`config.mk`:
```
export PLATFORM = sky130hd
export DESIGN_NAME = vga_timing_flat
export DESIGN_NICKNAME = d
export VERILOG_FILES = /design/src/rtl/vga_timing_if.sv /design/src/rtl/vga_timing.sv /design/src/flat_wrapper.sv
export SDC_FILE = /design/constraint.sdc
export NUM_CORES = 1
export LEC_CHECK = 0
export CAP_MARGIN = 20
export CORE_ASPECT_RATIO = 1.4
export CORE_MARGIN = 3
export CORE_UTILIZATION = 49
export DETAILED_ROUTE_END_ITERATION = 16
export GPL_TIMING_DRIVEN = 1
export PLACE_DENSITY_LB_ADDON = 0.25
export SYNTH_ARGS = -nofsm -noshare
export SYNTH_HDL_FRONTEND = slang
export SYNTH_SLANG_ARGS = --single-unit
```
`constraint.sdc`:
```
create_clock -name clk -period 2.87 [get_ports clk]
set_clock_uncertainty 0.2 [all_clocks]
set_input_delay 0.4305 -clock clk [delete_from_list [all_inputs] [get_ports clk]]
set_output_delay 0.4305 -clock clk [all_outputs]
set_load 0.05 [all_outputs]
```
`src/rtl/vga_timing_if.sv`:
```
// Raster timing bundle between vga_timing (master) and the renderer/DAC side (slave).
interface vga_timing_if;
  logic [11:0] rgb_in;
  logic [9:0]  x;
  logic [9:0]  y;
  logic        p_tick;
  logic        frame_tick;
  logic        video_on;
  logic        hsync;
  logic        vsync;
  logic [11:0] vga_rgb;

  modport master (
    input  rgb_in,
    output x, y, p_tick, frame_tick, video_on, hsync, vsync, vga_rgb
  );

  modport slave (
    output rgb_in,
    input  x, y, p_tick, frame_tick, video_on, hsync, vsync, vga_rgb
  );
endinterface

```
`src/rtl/vga_timing.sv`:
```
// VGA raster timing: pixel enable, h/v counters, syncs and blanked colour register.
// Define VGA_SYNC_DELAY_EN to delay syncs one pixel so they line up with vga_rgb.
module vga_timing #(
  parameter int CLK_DIV   = 4,
  parameter int H_DISPLAY = 640,
  parameter int H_FRONT   = 16,
  parameter int H_SYNC    = 96,
  parameter int H_BACK    = 48,
  parameter int V_DISPLAY = 480,
  parameter int V_FRONT   = 10,
  parameter int V_SYNC    = 2,
  parameter int V_BACK    = 33
) (
  input  logic         clk,
  input  logic         rst,
  vga_timing_if.master vga
);
  localparam int H_TOTAL = H_DISPLAY + H_FRONT + H_SYNC + H_BACK;
  localparam int V_TOTAL = V_DISPLAY + V_FRONT + V_SYNC + V_BACK;
  localparam int DIV_W   = $clog2(CLK_DIV);

  localparam logic [DIV_W-1:0] DIV_MAX = DIV_W'(CLK_DIV - 1);
  localparam logic [9:0] H_MAX    = 10'(H_TOTAL - 1);
  localparam logic [9:0] V_MAX    = 10'(V_TOTAL - 1);
  localparam logic [9:0] H_VIS    = 10'(H_DISPLAY);
  localparam logic [9:0] V_VIS    = 10'(V_DISPLAY);
  localparam logic [9:0] HS_START = 10'(H_DISPLAY + H_FRONT);
  localparam logic [9:0] HS_END   = 10'(H_DISPLAY + H_FRONT + H_SYNC - 1);
  localparam logic [9:0] VS_START = 10'(V_DISPLAY + V_FRONT);
  localparam logic [9:0] VS_END   = 10'(V_DISPLAY + V_FRONT + V_SYNC - 1);

  logic [DIV_W-1:0] div;
  logic [9:0]       h, v, h_next, v_next;
  logic             p_tick, video_on;
  logic             hsync_q, vsync_q;
  logic [11:0]      rgb_q;

  assign p_tick   = (div == DIV_MAX);
  assign video_on = (h < H_VIS) && (v < V_VIS);

  always_comb begin
    h_next = h + 10'd1;
    v_next = v;
    if (h == H_MAX) begin
      h_next = '0;
      v_next = (v == V_MAX) ? '0 : v + 10'd1;
    end
  end

  // Syncs are decoded from the next counter values so they change with x/y.
  always_ff @(posedge clk or posedge rst) begin
    if (rst) begin
      div     <= '0;
      h       <= '0;
      v       <= '0;
      hsync_q <= 1'b1;
      vsync_q <= 1'b1;
      rgb_q   <= 12'h000;
    end else begin
      div <= p_tick ? '0 : div + DIV_W'(1);
      if (p_tick) begin
        h       <= h_next;
        v       <= v_next;
        hsync_q <= !((h_next >= HS_START) && (h_next <= HS_END));
        vsync_q <= !((v_next >= VS_START) && (v_next <= VS_END));
        rgb_q   <= video_on ? vga.rgb_in : 12'h000;
      end
    end
  end

`ifdef VGA_SYNC_DELAY_EN
  logic hsync_d, vsync_d;

  always_ff @(posedge clk or posedge rst) begin
    if (rst) begin
      hsync_d <= 1'b1;
      vsync_d <= 1'b1;
    end else if (p_tick) begin
      hsync_d <= hsync_q;
      vsync_d <= vsync_q;
    end
  end

  assign vga.hsync = hsync_d;
  assign vga.vsync = vsync_d;
`else
  assign vga.hsync = hsync_q;
  assign vga.vsync = vsync_q;
`endif

  assign vga.x          = h;
  assign vga.y          = v;
  assign vga.p_tick     = p_tick;
  assign vga.video_on   = video_on;
  assign vga.frame_tick = p_tick && (h == 10'd0) && (v == V_VIS);
  assign vga.vga_rgb    = rgb_q;
endmodule

```
`src/flat_wrapper.sv`:
```
// flat-port wrapper written by rule: the top's interface ports become plain ports
module vga_timing_flat 
#(
  parameter int CLK_DIV   = 4,
  parameter int H_DISPLAY = 640,
  parameter int H_FRONT   = 16,
  parameter int H_SYNC    = 96,
  parameter int H_BACK    = 48,
  parameter int V_DISPLAY = 480,
  parameter int V_FRONT   = 10,
  parameter int V_SYNC    = 2,
  parameter int V_BACK    = 33
)
  (clk, rst, vga_rgb_in, vga_x, vga_y, vga_p_tick, vga_frame_tick, vga_video_on, vga_hsync, vga_vsync, vga_vga_rgb);
  vga_timing_if vga_i ();
  input  logic clk;
  input  logic rst;
  input wire logic [$bits(vga_i.rgb_in)-1:0] vga_rgb_in;
  output wire logic [$bits(vga_i.x)-1:0] vga_x;
  output wire logic [$bits(vga_i.y)-1:0] vga_y;
  output wire logic [$bits(vga_i.p_tick)-1:0] vga_p_tick;
  output wire logic [$bits(vga_i.frame_tick)-1:0] vga_frame_tick;
  output wire logic [$bits(vga_i.video_on)-1:0] vga_video_on;
  output wire logic [$bits(vga_i.hsync)-1:0] vga_hsync;
  output wire logic [$bits(vga_i.vsync)-1:0] vga_vsync;
  output wire logic [$bits(vga_i.vga_rgb)-1:0] vga_vga_rgb;
  assign vga_i.rgb_in = vga_rgb_in;
  assign vga_x = vga_i.x;
  assign vga_y = vga_i.y;
  assign vga_p_tick = vga_i.p_tick;
  assign vga_frame_tick = vga_i.frame_tick;
  assign vga_video_on = vga_i.video_on;
  assign vga_hsync = vga_i.hsync;
  assign vga_vsync = vga_i.vsync;
  assign vga_vga_rgb = vga_i.vga_rgb;
  vga_timing #(.CLK_DIV(CLK_DIV), .H_DISPLAY(H_DISPLAY), .H_FRONT(H_FRONT), .H_SYNC(H_SYNC), .H_BACK(H_BACK), .V_DISPLAY(V_DISPLAY), .V_FRONT(V_FRONT), .V_SYNC(V_SYNC), .V_BACK(V_BACK)) u_core (.clk(clk), .rst(rst), .vga(vga_i));
endmodule
```
==> metrics.csv, run 1 <==
metric,value,unit
critPathMaxFanout,8,
clk_pin_slew,0.07,ns
powerDensity,366.8,mW/mm²
synthCells,219,
finalNetCount,280,
rr_worst_depth,6,
drc_errors,0,
synth_compound_area_share,15.70,%
synthXorXnorAreaFrac,4.780,%
placed_area,0.002517,mm²
place_congestion,0.9048,
layout_commonest_cell,clkdlybuf4s50_1,
whs_path_depth,1,
top_level_ports,51,
vdd_ir_drop_max,0.0003559,V
die_width,60.21,µm
finalHoldViolations,0,
initial_core_util,51.00,%
grt.total_usage,22.42,%
antenna_found_initial,0,
synthFlopType,dfrtp_1,
place_inst,297,
cts_max_path_buffers,2,
design_area,0.002604,mm²
critPathKind,reg -> out,
tightest_slew,0.8220,ns
vias,1820,
maxCapViolCount,0,
cts_buffers,5,
core_area,0.003953,mm²
grt_max_degree,37,
final.period_utilization,89.01,%
hold_path.startpoint,u_core.div[0]$_DFF_PP0_,
grt_pass1_vias,1813,
grt_overflow_total,0,
cts_sinks,36,
yosys.area_share.simple,23.40,%
ys_async_sr_fraction,100.0,%
post-route-min-period,2.555,ns
cp-startpoint,u_core.vga.y[5]$_DFFE_PP0P_,
synth_top_family_by_area,simple AND/OR/NAND/NOR gates,
maxSlewHeadroom,44.69,%
cts_tree,yes,
portBuffers,50,
fp-row-count,27,
diodes,0,
syn2layout_area_growth,29.17,%
r2r-start,u_core.vga.x[0]$_DFFE_PP0P_,
wl_per_cell,16.20,µm
yosysWarnings,0,
layoutNonFillerInstCount,305,
synth.cell_area,0.002016,mm²
first_pass_iters,5,
fmax,391.5,MHz
end_kind,primary output,
synth.distinct_cells,44,
setup_viol,0,
clockRootBuffer,clkbuf_8,
leakagePower,1.048,nW
postCtsHoldBufs,0,
drt_iter0_drc,136,
antenna_left,0,
reg2reg_slack,0.43,ns
final_util,65.88,%
vias_per_cell,5.967,
required,2.24,ns
synth-adder-area-share,3.104,%
slew_violations,0,
routed_wirelength,4941,µm
htreeDepth,2,
drive_gt1_share,8.015,%
clk_latency,0.29,ns
cp.arrival,1.92,ns
worstSetupStartpointType,flop,
grt_first_pass_wirelength,8335,µm
fin_setup_tns,0,ns
yosysSeqAreaShare,44.82,%
die_area,0.004930,mm²
die_y,81.89,µm
syn_avg_cell_area,9.204,µm²
rsz0062_at_grt,no,
nFillCells,343,
synth_edf_count,0,
muxShareOfSynthArea,1.552,%
min_path_type,reg -> reg,
hold_ws,0.2291,ns
status,"complete, no violations",
ys_ff_latch,36,
dp_hpwl,3525,µm
synthesis.nets,238,
layout_common_cells,"clkdlybuf4s50_1, dfrtp_1, nand2_1",
[area by class of cell]
cell class / instances / area, µm² / area share [%]
Timing Repair Buffer: 53 / 540.5 / 20.76
Tap cell: 43 / 53.80 / 2.066
Clock inverter: 1 / 5.005 / 0.1922
Sequential cell: 36 / 903.4 / 34.69
Multi-Input combinational cell: 154 / 983.4 / 37.77
Clock buffer: 7 / 76.32 / 2.931
Inverter: 11 / 41.29 / 1.586
[critical path: stages (launching register included)]
cell and delay, ns:
dfrtp_1 0.48, inv_1 0.14, nor3_1 0.43, nand4_1 0.14, nor2_1 0.27, buf_12 0.18
[logic make-up after synthesis]
group                    after synthesis
multiplexers                           3
flip-flops                            36
buffers and inverters                 29
AND/OR/NAND/NOR                       91
AO/OA/AOI/OAI                         44
adder cells (fa/ha/maj)                5
XOR/XNOR                              11
[path summary, 6_finish.rpt]
path / endpoint
setup / recovery: vga_frame_tick
hold / removal: u_core.div[0]$_DFF_PP0_
setup reg to reg: u_core.vga.vsync$_DFFE_PP1P_
hold reg to reg: u_core.div[0]$_DFF_PP0_
max in group asynchronous: u_core.vga.vsync$_DFFE_PP1P_
min in group asynchronous: u_core.vga.y[4]$_DFFE_PP0P_
[synthesized netlist by cell type (4+ instances only)]
cell type | number | area, µm²
o2bb2ai_1 | 12 | 105.1
nand4_1 | 8 | 50.05
nor4_1 | 4 | 25.02
xor2_1 | 4 | 35.03
clkbuf_1 | 10 | 37.54
nand2_1 | 28 | 105.1
nand3_1 | 15 | 75.07
and3_1 | 6 | 37.54
a21oi_1 | 4 | 20.02
dfrtp_1 | 34 | 850.8
o21ai_0 | 14 | 70.07
inv_1 | 10 | 37.54
ha_1 | 5 | 62.56
xnor2_1 | 7 | 61.31
nor2_1 | 12 | 45.04
buf_2 | 5 | 25.02
nor3_1 | 6 | 30.03
[registers in the layout (all words and copies together) (netlist names)]
register,count
u_core.vga.vga_rgb,12
u_core.vga.x,10
u_core.vga.y,10
u_core.div,2
u_core.vga.hsync,1
u_core.vga.vsync,1
[power breakdown]
group / internal (mW) / switching, mW
clock network: 0.170 / 0.179
registers: 0.516 / 0.00504
logic: 0.0358 / 0.0493
[layer usage]
metal,track usage [%],wire [µm],share of wire [%],vias up
met5,0,0,0,-
met4,12.20,114,2.3,0
met3,6.761,371,7.5,12
met2,35.28,2412,49,79
met1,26.97,2042,41,862
li1,-,-,-,867
[timing repair]
| item | in CTS | in global routing |
|---|---|---|
| resized for setup | 0 | 1 |
| setup buffers | 0 | 0 |
| endpoints found under the setup margin | 0 | 1 |
[metrics by stage]
| step | power, mW | setup WS (ns) |
|---|---|---|
| 3_3_place_gp | 0.6160 | 0.5164 |
| 3_5_place_dp | 0.6168 | 0.4634 |
| 6_report | 0.9552 | 0.3155 |
| 5_1_grt | 0.9895 | 0.1263 |
| 4_1_cts | 0.9639 | 0.1318 |
| 2_1_floorplan | 0.5747 | 0.09115 |
Note: power is estimated with default switching activity, not from simulation.
==> run 2, diff against run 1 <==
--- a/config.mk
+++ b/config.mk
@@ -5,10 +5,13 @@
 export SDC_FILE = /design/constraint.sdc
 export NUM_CORES = 1
 export LEC_CHECK = 0
+export ABC_AREA = 1
 export CAP_MARGIN = 20
+export CELL_PAD_IN_SITES_DETAIL_PLACEMENT = 1
+export CELL_PAD_IN_SITES_GLOBAL_PLACEMENT = 2
 export CORE_ASPECT_RATIO = 1.4
 export CORE_MARGIN = 3
-export CORE_UTILIZATION = 49
+export CORE_UTILIZATION = 27
 export DETAILED_ROUTE_END_ITERATION = 16
 export GPL_TIMING_DRIVEN = 1
 export PLACE_DENSITY_LB_ADDON = 0.25
==> run 2 against run 1 <==
Compared with the run above:
- sequential power about the same
- fmax up 5.8%
- global-route usage decreased by 6.5 points
- synthesized cell count grew 34%
- register-to-register slack improved by 0.42 ns
- synthesized area up 6.4%
- wire length up 35%
- critical path depth up 1
- non-clock buffer count is 1 higher
==> metrics.csv, run 2 <==
metric,value,unit,change
status,"complete, no violations",,
cts_sinks,36,,unchanged
vdd_ir_drop_max,0.0001853,V,-48%
layout_commonest_cell,nand2_1,,
htreeDepth,2,,unchanged
end_kind,primary output,,
p_clk_share,38.9,%,+2.3 points
wl_per_cell,15.08,µm,-6.9%
clockRootBuffer,clkbuf_8,,
synth.most_common_cell,nand2_1,,
design_area,0.002865,mm²,+10%
yosysSeqAreaShare,42.12,%,-2.7 points
synth.distinct_cells,31,,-30%
grt_pass1_vias,2243,,+24%
first_pass_iters,4,,-1
netSwitchingPower,269.7,µW,+16%
grt_first_pass_wirelength,11340,µm,+36%
fmax,414.0,MHz,+5.8%
vias_per_cell,4.781,,-20%
layout_common_cells,"nand2_1, clkdlybuf4s50_1, dfrtp_1",,
synthFlopType,dfrtp_1,,
maxSlewHeadroom,65.13,%,+20 points
whs_path_depth,1,,unchanged
synth.area.top_cells,"dfrtp_1, nand2_1, o21ai_0, nand3_1, inv_1",,
min_path_type,reg -> reg,,
placed_area,0.002773,mm²,+10%
powerDensity,345.9,mW/mm²,-5.7%
synthCells,294,,+34%
portBuffers,50,,unchanged
vias,2113,,+16%
largest_reg_flops,12,,unchanged
dp_hpwl,4973,µm,+41%
clk_pin_slew,0.09,ns,+0.02 ns
slew_violations,0,,unchanged
routed_wirelength,6665,µm,+35%
post-cts-setup-buffers,0,,unchanged
finalHoldViolations,0,,unchanged
grt-busiest-layer,met2,,
cts_tree,yes,,
combinationalPowerShare,8.6,%,-0.3 points
synthesis.nets,313,,+32%
use_met1,20.12,%,-6.9 points
synth.top_cell.area_share,39.67,%,-2.5 points
grt_max_degree,37,,unchanged
diodes,0,,unchanged
fp-row-count,37,,+37%
drt_iter0_drc,87,,-36%
drive_gt1_share,9.565,%,+1.5 points
die_y,111.5,µm,+36%
finalNetCount,363,,+30%
place_congestion,0.7906,,-13%
core_area,0.007546,mm²,+91%
drc_errors,0,,unchanged
seq_power_share,52.5,%,-2.0 points
rr_worst_depth,10,,+4
post-route-min-period,2.415,ns,-0.1393 ns
ys_ff_latch,36,,unchanged
switching_share,27.21,%,+2.8 points
maxCapViolCount,0,,unchanged
cts_max_path_buffers,2,,unchanged
setup_viol,0,,unchanged
critPathMaxFanout,13,,+5
fin_setup_tns,0,ns,unchanged
antenna_found_initial,0,,unchanged
cp.arrival,1.78,ns,-0.14 ns
antenna_left,0,,unchanged
synth.cell_area,0.002145,mm²,+6.4%
post_cts_resized,0,,unchanged
leakagePower,1.272,nW,+21%
synth_edf_count,0,,unchanged
final.period_utilization,84.16,%,-4.9 points
worstSetupStartpointType,flop,,
die_area,0.009063,mm²,+84%
grt_overflow_total,0,,unchanged
grt_util_met2,26.22,%,-9.1 points
clk_latency,0.29,ns,about the same
p_int,721.5,µW,about the same
ys_async_sr_fraction,100.0,%,unchanged
synth.largest_area_cell,dfrtp_1,,
syn_avg_cell_area,7.294,µm²,-21%
yosysWarnings,0,,unchanged
syn2layout_area_growth,33.61,%,
use_met3,3.398,%,-3.4 points
tightest_slew,0.5214,ns,-0.3006 ns
initial_core_util,28.42,%,-23 points
die_width,81.32,µm,+35%
cts_buffers,5,,unchanged
rsz0062_at_grt,no,,
required,2.24,ns,about the same
critPathKind,reg -> out,,
postCtsHoldBufs,0,,unchanged
netlist_top_cells_count,"nand2_1, dfrtp_1, inv_1, o21ai_0, nor2_1",,
top_level_ports,51,,unchanged
grt.total_usage,15.88,%,-6.5 points
[run 2: final timing paths]
path,from,endpoint,slack (ns)
max,u_core.vga.x[8]$_DFFE_PP0P_,vga_video_on,0.45
min,u_core.div[0]$_DFF_PP0_,u_core.div[0]$_DFF_PP0_,0.23
max reg2reg,u_core.vga.x[0]$_DFFE_PP0P_,u_core.vga.vsync$_DFFE_PP1P_,0.85
min reg2reg,u_core.div[0]$_DFF_PP0_,u_core.div[0]$_DFF_PP0_,0.23
max in group asynchronous,rst,u_core.vga.hsync$_DFFE_PP1P_,1.76
min in group asynchronous,rst,u_core.vga.vga_rgb[4]$_DFFE_PP0P_,0.35
[run 2: layout make-up]
type / count / area [µm²]
Clock inverter: 3 / 23.77
Tap cell: 97 / 121.4
Clock buffer: 5 / 68.82
Timing Repair Buffer: 54 / 548.0
Inverter: 33 / 128.9
Multi-Input combinational cell: 214 / 1071
Fill cell: 936 / 4681
Sequential cell: 36 / 903.4
[run 2: metal layers]
layer  part of all wire, %  vias to the layer above
met5                     0                        -
met4                   2.1                        0
met3                   4.2                       13
met2                    50                       50
met1                    44                     1007
li1                      -                     1043
[run 2: worst max-delay path, stage by stage, from the launching register on]
cell and delay [ns]:
dfrtp_1 0.45, nand2_1 0.08, inv_1 0.12, a211oi_1 0.19, nand2_1 0.29, inv_1 0.13
buf_4 0.20
[run 2: per-stage QoR]
step | hold slack (ns) | power [mW] | utilization [%] | cells | setup WS (ns)
floorplan | 0.2031 | 0.5739 | - | 294 | 0.2782
global placement | 0.2137 | 0.6167 | 36.74 | 434 | 0.7794
detailed placement | 0.2231 | 0.6174 | 36.74 | 434 | 0.7598
CTS | 0.2373 | 1.013 | 37.97 | 442 | 0.4098
global route | 0.2503 | 1.040 | 37.97 | 442 | 0.2572
finish | 0.2313 | 0.9912 | 37.97 | 442 | 0.4547
[run 2: logic make-up after synthesis]
kind of cell               after synthesis  share of synthesized area (%)
buffers and inverters                   44                          8.168
adders and majority gates                5                          2.917
and+or+nand+nor                        168                          35.82
DFF                                     36                          42.12
AOI/OAI and AO/OA                       36                          8.927
xor gates and xnor gates                 5                          2.042
[run 2: power groups by stage]
stage | registers (mW) | clock network, mW | logic [mW]
global route | 0.522 | 0.427 | 0.0910
global placement | 0.530 | 0 | 0.0865
CTS | 0.521 | 0.405 | 0.0873
floorplan | 0.561 | 0 | 0.0133
detailed placement | 0.530 | 0 | 0.0871
finish | 0.520 | 0.386 | 0.0848
